===== config.mk =====
export PLATFORM = sky130hd
export DESIGN_NAME = ll_fifo_drain_arbiter_flat
export DESIGN_NICKNAME = d
export VERILOG_FILES = /design/src/rtl/ll_fifo_pkg.sv /design/src/rtl/ll_fifo_drain_arbiter_if.sv /design/src/rtl/ll_rr_pick.sv /design/src/rtl/ll_fifo_drain_arbiter.sv /design/src/flat_wrapper.sv
export SDC_FILE = /design/constraint.sdc
export NUM_CORES = 1
export LEC_CHECK = 0
export CAP_MARGIN = 20
export CORE_ASPECT_RATIO = 2
export CORE_MARGIN = 2
export CORE_UTILIZATION = 25
export CTS_CLUSTER_DIAMETER = 50
export CTS_CLUSTER_SIZE = 30
export DETAILED_ROUTE_END_ITERATION = 10
export DONT_BUFFER_PORTS = 1
export GPL_TIMING_DRIVEN = 0
export SKIP_LAST_GASP = 1
export SLEW_MARGIN = 20
export SYNTH_ARGS = -nofsm -noshare
export SYNTH_HDL_FRONTEND = slang
export SYNTH_HIERARCHICAL = 1
export SYNTH_SLANG_ARGS = --single-unit

===== constraint.sdc =====
create_clock -name clk -period 2 [get_ports clk]
set_input_delay 0.2 -clock clk [delete_from_list [all_inputs] [get_ports clk]]
set_output_delay 0.2 -clock clk [all_outputs]
set_load 0.01 [all_outputs]

===== src/rtl/ll_fifo_pkg.sv =====
// Shared types and defaults for linked_list_fifo and its drain arbiter.
package ll_fifo_pkg;

   localparam int unsigned WIDTH_DEF     = 4;
   localparam int unsigned NUM_FIFOS_DEF = 2;

   function automatic int unsigned sel_width(input int unsigned n);
      return (n < 2) ? 32'd1 : 32'($clog2(n));
   endfunction

   localparam int unsigned SEL_WIDTH_DEF = sel_width(NUM_FIFOS_DEF);

   typedef logic [SEL_WIDTH_DEF-1:0] qid_t;

   typedef struct packed {
      logic [WIDTH_DEF-1:0] data;
      qid_t                 qid;
   } out_entry_t;

endpackage


===== src/rtl/ll_fifo_drain_arbiter_if.sv =====
// FIFO-side and consumer-side signals of the drain arbiter; master is the arbiter.
interface ll_fifo_drain_arbiter_if
   import ll_fifo_pkg::*;
#(
   parameter int unsigned WIDTH     = WIDTH_DEF,
   parameter int unsigned NUM_FIFOS = NUM_FIFOS_DEF,
   parameter int unsigned SEL_WIDTH = sel_width(NUM_FIFOS)
);
   logic [NUM_FIFOS-1:0] empty;
   logic [WIDTH-1:0]     fifo_data;
   logic [NUM_FIFOS-1:0] pause;
   logic                 pop;
   logic [SEL_WIDTH-1:0] pop_sel;
   logic                 out_valid;
   logic                 out_ready;
   logic [WIDTH-1:0]     out_data;
   logic [SEL_WIDTH-1:0] out_qid;

   modport master (
      input  empty, fifo_data, pause, out_ready,
      output pop, pop_sel, out_valid, out_data, out_qid
   );

   modport slave (
      output empty, fifo_data, pause, out_ready,
      input  pop, pop_sel, out_valid, out_data, out_qid
   );

endinterface


===== src/rtl/ll_rr_pick.sv =====
// Combinational rotating-priority picker: first set req bit at or after start_i, wrapping mod N.
module ll_rr_pick #(
   parameter int unsigned N  = 2,
   parameter int unsigned SW = 1
) (
   input  logic [N-1:0]  req_i,
   input  logic [SW-1:0] start_i,
   output logic [SW-1:0] grant_o,
   output logic          any_o
);
   localparam int unsigned SW1 = SW + 1;

   logic [N-1:0] rot;
   logic [SW:0]  sum;
   logic         found;

   always_comb begin
      // rot[i] == req_i[(start_i + i) mod N] for any N, power of two or not
      rot     = N'({req_i, req_i} >> start_i);
      found   = 1'b0;
      sum     = '0;
      grant_o = '0;
      for (int unsigned i = 0; i < N; i++) begin
         if (!found && rot[i]) begin
            found = 1'b1;
            sum   = {1'b0, start_i} + SW1'(i);
            if (sum >= SW1'(N)) sum = sum - SW1'(N);
            grant_o = sum[SW-1:0];
         end
      end
      any_o = found;
   end

endmodule


===== src/rtl/ll_fifo_drain_arbiter.sv =====
// Round-robin drain of linked_list_fifo queues into a 2-entry tagged output buffer.
// Optional DRAIN_BURST_EN keeps the grant on one queue for up to BURST_LEN pops.
module ll_fifo_drain_arbiter
   import ll_fifo_pkg::*;
#(
   parameter int unsigned WIDTH     = WIDTH_DEF,
   parameter int unsigned NUM_FIFOS = NUM_FIFOS_DEF,
   parameter int unsigned SEL_WIDTH = sel_width(NUM_FIFOS),
   parameter int unsigned BURST_LEN = 4
) (
   input  logic                   clk,
   input  logic                   rst_n,
   ll_fifo_drain_arbiter_if.master bus
);
   typedef struct packed {
      logic [WIDTH-1:0]     data;
      logic [SEL_WIDTH-1:0] qid;
   } entry_t;

   if (NUM_FIFOS < 2) begin : g_bad_num_fifos
      $error("ll_fifo_drain_arbiter: NUM_FIFOS must be >= 2");
   end
   if (BURST_LEN < 1) begin : g_bad_burst_len
      $error("ll_fifo_drain_arbiter: BURST_LEN must be >= 1");
   end

   localparam logic [SEL_WIDTH-1:0] LAST_Q = SEL_WIDTH'(NUM_FIFOS - 1);

   logic [NUM_FIFOS-1:0] elig;
   logic [SEL_WIDTH-1:0] grant;
   logic                 any_elig;
   logic                 pop;
   logic                 deq;
   logic [SEL_WIDTH-1:0] rr_ptr_q, rr_ptr_d;
   logic [1:0]           occ_q, occ_d;
   entry_t               ent0_q, ent0_d, ent1_q, ent1_d;
   entry_t               cap;

   function automatic logic [SEL_WIDTH-1:0] next_q(input logic [SEL_WIDTH-1:0] q);
      return (q == LAST_Q) ? '0 : q + 1'b1;
   endfunction

   assign elig = ~bus.empty & ~bus.pause;

   ll_rr_pick #(.N(NUM_FIFOS), .SW(SEL_WIDTH)) u_pick (
      .req_i   (elig),
      .start_i (rr_ptr_q),
      .grant_o (grant),
      .any_o   (any_elig)
   );

   // occ_q is registered, so out_ready never reaches pop combinationally
   assign pop = rst_n & any_elig & (occ_q != 2'd2);
   assign deq = (occ_q != 2'd0) & bus.out_ready;
   assign cap = '{data: bus.fifo_data, qid: grant};

   assign bus.pop       = pop;
   assign bus.pop_sel   = grant;
   assign bus.out_valid = (occ_q != 2'd0);
   assign bus.out_data  = ent0_q.data;
   assign bus.out_qid   = ent0_q.qid;

   always_comb begin
      ent0_d = ent0_q;
      ent1_d = ent1_q;
      occ_d  = occ_q;
      if (deq) begin
         ent0_d = ent1_q;
         occ_d  = occ_q - 1'b1;
      end
      if (pop) begin
         if (occ_d == 2'd0) ent0_d = cap;
         else               ent1_d = cap;
         occ_d = occ_d + 1'b1;
      end
   end

`ifdef DRAIN_BURST_EN
   localparam int unsigned CW = sel_width(BURST_LEN + 1);

   logic [CW-1:0] burst_cnt_q, burst_cnt_d, cnt_next;

   // While a burst is open rr_ptr_q stays on the bursting queue so the picker re-grants it.
   always_comb begin
      rr_ptr_d    = rr_ptr_q;
      burst_cnt_d = burst_cnt_q;
      cnt_next    = (grant == rr_ptr_q) ? burst_cnt_q + 1'b1 : CW'(1);
      if (pop) begin
         if (32'(cnt_next) >= BURST_LEN) begin
            rr_ptr_d    = next_q(grant);
            burst_cnt_d = '0;
         end else begin
            rr_ptr_d    = grant;
            burst_cnt_d = cnt_next;
         end
      end else if ((burst_cnt_q != '0) && !elig[rr_ptr_q]) begin
         rr_ptr_d    = next_q(rr_ptr_q);
         burst_cnt_d = '0;
      end
   end

   always_ff @(posedge clk or negedge rst_n) begin
      if (!rst_n) burst_cnt_q <= '0;
      else        burst_cnt_q <= burst_cnt_d;
   end
`else
   always_comb begin
      rr_ptr_d = rr_ptr_q;
      if (pop) rr_ptr_d = next_q(grant);
   end
`endif

   always_ff @(posedge clk or negedge rst_n) begin
      if (!rst_n) begin
         rr_ptr_q <= '0;
         occ_q    <= '0;
         ent0_q   <= '0;
         ent1_q   <= '0;
      end else begin
         rr_ptr_q <= rr_ptr_d;
         occ_q    <= occ_d;
         ent0_q   <= ent0_d;
         ent1_q   <= ent1_d;
      end
   end

endmodule


===== src/flat_wrapper.sv =====
// flat-port wrapper written by rule: the top's interface ports become plain ports
module ll_fifo_drain_arbiter_flat import ll_fifo_pkg::*;
#(
   parameter int unsigned WIDTH     = WIDTH_DEF,
   parameter int unsigned NUM_FIFOS = NUM_FIFOS_DEF,
   parameter int unsigned SEL_WIDTH = sel_width(NUM_FIFOS),
   parameter int unsigned BURST_LEN = 4
)
  (clk, rst_n, bus_empty, bus_fifo_data, bus_pause, bus_out_ready, bus_pop, bus_pop_sel, bus_out_valid, bus_out_data, bus_out_qid);
  ll_fifo_drain_arbiter_if #(.WIDTH(WIDTH), .NUM_FIFOS(NUM_FIFOS), .SEL_WIDTH(SEL_WIDTH)) bus_i ();
  input  logic clk;
  input  logic rst_n;
  input wire logic [$bits(bus_i.empty)-1:0] bus_empty;
  input wire logic [$bits(bus_i.fifo_data)-1:0] bus_fifo_data;
  input wire logic [$bits(bus_i.pause)-1:0] bus_pause;
  input wire logic [$bits(bus_i.out_ready)-1:0] bus_out_ready;
  output wire logic [$bits(bus_i.pop)-1:0] bus_pop;
  output wire logic [$bits(bus_i.pop_sel)-1:0] bus_pop_sel;
  output wire logic [$bits(bus_i.out_valid)-1:0] bus_out_valid;
  output wire logic [$bits(bus_i.out_data)-1:0] bus_out_data;
  output wire logic [$bits(bus_i.out_qid)-1:0] bus_out_qid;
  assign bus_i.empty = bus_empty;
  assign bus_i.fifo_data = bus_fifo_data;
  assign bus_i.pause = bus_pause;
  assign bus_i.out_ready = bus_out_ready;
  assign bus_pop = bus_i.pop;
  assign bus_pop_sel = bus_i.pop_sel;
  assign bus_out_valid = bus_i.out_valid;
  assign bus_out_data = bus_i.out_data;
  assign bus_out_qid = bus_i.out_qid;
  ll_fifo_drain_arbiter #(.WIDTH(WIDTH), .NUM_FIFOS(NUM_FIFOS), .SEL_WIDTH(SEL_WIDTH), .BURST_LEN(BURST_LEN)) u_core (.clk(clk), .rst_n(rst_n), .bus(bus_i));
endmodule

==> flow_metrics.env <==
export IMPL_slowest_delay_ps=360
export IMPL_avgRoutedWirePerCell_um=14.6
export IMPL_critPathArrivalTime_ps=2070
export IMPL_core_mm2=0.00274
export IMPL_p_sw_frac=0.340
export IMPL_antenna_cells=0
export IMPL_grt_usage=0.0987
export IMPL_syn_area_um2=714
export IMPL_setup_violations=0
export IMPL_wl_mm=1.38
export IMPL_grt_antenna_before_repair=0
export IMPL_clk_latency_ps=250
export IMPL_ys_seq_area_frac=0.455
export IMPL_ant_nets=0
export IMPL_synth_cells=57
export IMPL_htreeDepth=1
export IMPL_synthesis_nets=71
export IMPL_cts_buffers=3
export IMPL_worstHoldPathCells=1
export IMPL_via_count=433
export IMPL_max_cap_violations=0
export IMPL_layout_setup_ws_ps=62.9
export IMPL_critPathCaptureType="register"
export IMPL_status="finished, final reports clean"
export IMPL_routabilityCongestion=0.699
export IMPL_die_area_mm2=0.00333
export IMPL_hold_end="u_core/ent1_q[2]$_DFFE_PN0P_"
export IMPL_grt_max_degree=14
export IMPL_drt_initial_drc_count=9
export IMPL_grt_setup_unrepaired="true"
export IMPL_switchingPower_w=0.000507
export IMPL_area_delta_synth_final_pct=22.4
export IMPL_clk_pin_slew_ps=60
export IMPL_port_buffers=0
export IMPL_rr_startpoint="u_core/occ_q[1]$_DFF_PN0_"
export IMPL_gr_total_overflow=0
export IMPL_grt_first_pass_wirelength_mm=2.29
export IMPL_crit_path_max_fanout=5
export IMPL_ys_warn_count=6
export IMPL_worstPathCellList="clkinv_2, ha_4, nand2b_4, buf_12, mux2i_4, inv_2, ha_4, nor2_4, mux2_4"
export IMPL_slew_viol_final=0
export IMPL_p_leak_nw=0.427
export IMPL_start_kind="register"
export IMPL_worst_ir_drop_vdd_mv=0.631
export IMPL_power_share_sequential=0.336
export IMPL_nets=81
export IMPL_pwr_share_comb=0.502
export IMPL_p_int_w=0.000984
export IMPL_grt_pass1_vias=456
export IMPL_cp_top_family="multiplexers"
export IMPL_hold_viol=0
export IMPL_num_rows=27
export IMPL_drt_pass1_iter_count=2
export IMPL_worstPathRequired_ps=2130
export IMPL_hpwl_um=979
export IMPL_cts_max_path_buffers=2
export IMPL_clockPowerShare=0.162
export IMPL_remaining_drc_errors=0
export IMPL_worstMarginPinSlew_ps=613
export IMPL_fin_crit_sh=0.969
export IMPL_io_pins=19
export IMPL_cpMostUsedCell="ha_4"
export IMPL_setup_tns_ps=0
export IMPL_critPathSlowestCell="dfrtp_1"
export IMPL_layout_drive_gt1_share=0.379
export IMPL_initial_core_util=0.261
export IMPL_worstSetupPathType="reg -> reg"
export IMPL_clock_sinks=13
export IMPL_fillers=276
export IMPL_r2r_end="u_core/ent1_q[4]$_DFFE_PN0P_"
export IMPL_slew_limit_headroom=0.590
export IMPL_cts_tree="done"
export IMPL_final_cell_mix="dfrtp_1 (13), nor2_1 (7), mux2_4 (6), mux2i_1 (5), a21oi_1 (5)"
export IMPL_fin_crit_ps=1940
export IMPL_hold_start="bus_fifo_data[1]"
export IMPL_pre_cts_slack_ps=-130
export IMPL_avgSynthCellArea_um2=12.5
export IMPL_rrSetupSlack_ps=60
export IMPL_die_height_um=79.6
export IMPL_die_w_um=41.8
export IMPL_vias_per_cell=4.56
export IMPL_power_density_mw_per_mm2=1700
export IMPL_fmax_mhz=516
export IMPL_rr_worst_depth=9
export IMPL_layout_commonest_cell="dfrtp_1"
export IMPL_multi_input_area_um2=384
export IMPL_cts_root_buf="clkbuf_8"
export IMPL_synth_distinct_cells=20
export IMPL_fin_skew_ps=0.646
export IMPL_regArea_um2=325
export IMPL_synth_seq_cells=13
export IMPL_hold_class="in -> reg"
export IMPL_path_buf_inv=3
registers in the layout (all words and copies together) (netlist names):
register,cells
u_core/rr_ptr_q,1
u_core/bus.out_qid,1
u_core/occ_q,2
u_core/bus.out_data,4
u_core/ent1_q,5
worst max-delay path by stage:
stage,from,cells past startpoint,to
6_report,u_core/occ_q[1]$_DFF_PN0_,9,u_core/ent1_q[4]$_DFFE_PN0P_
2_1_floorplan,u_core/occ_q[0]$_DFF_PN0_,9,u_core/ent1_q[0]$_DFFE_PN0P_
3_5_place_dp,u_core/occ_q[0]$_DFF_PN0_,9,u_core/ent1_q[4]$_DFFE_PN0P_
5_1_grt,u_core/occ_q[1]$_DFF_PN0_,9,u_core/ent1_q[4]$_DFFE_PN0P_
3_3_place_gp,u_core/occ_q[0]$_DFF_PN0_,9,u_core/ent1_q[4]$_DFFE_PN0P_
4_1_cts,u_core/occ_q[1]$_DFF_PN0_,9,u_core/ent1_q[3]$_DFFE_PN0P_
synth_stat cells:
cell type / count / area share
buf_12: 1 / 0.028
inv_1: 4 / 0.021
mux2i_1: 6 / 0.084
a21boi_1: 1 / 0.011
xnor2_1: 1 / 0.012
ha_1: 3 / 0.053
nand3b_4: 1 / 0.028
nand4b_2: 1 / 0.021
nand2b_4: 1 / 0.019
o21ai_1: 1 / 0.0070
or2_1: 1 / 0.0088
nor2_1: 7 / 0.037
xnor2_2: 1 / 0.023
nor2_4: 1 / 0.016
nand2_1: 1 / 0.0052
a21oi_1: 5 / 0.035
inv_2: 1 / 0.0052
clkinv_1: 1 / 0.0052
dfrtp_1: 13 / 0.46
mux2_4: 6 / 0.13
power by group through the flow:
stage | Clock (W) | Sequential, W | Combinational (W)
after floorplan | 0 | 0.000482 | 0.000485
after detailed placement | 0 | 0.000508 | 0.000559
after global placement | 0 | 0.000505 | 0.000527
after CTS | 0.000249 | 0.000507 | 0.000677
after global routing | 0.000269 | 0.000525 | 0.000809
final | 0.000241 | 0.000501 | 0.000749
layout make-up:
cell class,instances,share of cell area
Multi-Input combinational cell,37,0.439
Sequential cell,13,0.372
Buffer,1,0.0229
Inverter,6,0.0272
Timing Repair Buffer,5,0.0458
Clock buffer,4,0.0515
Tap cell,29,0.0415
cell families (layout without fill, tap and decap cells):
kind of cell / Yosys count / in the layout / synth area share
buffers and inverters: 7 / 16 / 0.0595
xor gates and xnor gates: 2 / 2 / 0.0350
adders and majority gates: 3 / 3 / 0.0525
AOI/OAI and AO/OA: 7 / 7 / 0.0525
muxes: 12 / 12 / 0.210
and+or+nand+nor: 13 / 13 / 0.135
DFF: 13 / 13 / 0.455
per-stage QoR:
| step | instance area [um2] | hold WS (ps) | power, W | utilization | instances |
|---|---|---|---|---|---|
| 2_1_floorplan | 714 | -95.6 | 0.000968 | - | 57 |
| 3_3_place_gp | 751 | -95.2 | 0.00103 | 0.274 | 86 |
| 3_5_place_dp | 751 | -95.0 | 0.00107 | 0.274 | 86 |
| 4_1_cts | 840 | 92.0 | 0.00143 | 0.307 | 92 |
| 5_1_grt | 875 | 84.4 | 0.00160 | 0.320 | 95 |
| 6_report | 875 | 99.6 | 0.00149 | 0.320 | 95 |
layer usage:
| metal | part of all wire | vias up | GRT usage |
|---|---|---|---|
| met3 | 0.054 | 5 | 0.0271 |
| met5 | 0 | - | 0 |
| met2 | 0.54 | 14 | 0.159 |
| li1 | - | 207 | - |
| met1 | 0.36 | 207 | 0.0970 |
| met4 | 0.043 | 0 | 0.0968 |
what timing repair did:
action	CTS	global route
setup endpoints to repair	9	10
hold endpoints to repair	13	0
gates resized for setup	6	2
setup buffers	1	3
hold buffers	1	0
pin swaps	1	1
Power figures use the tool's default switching activity.
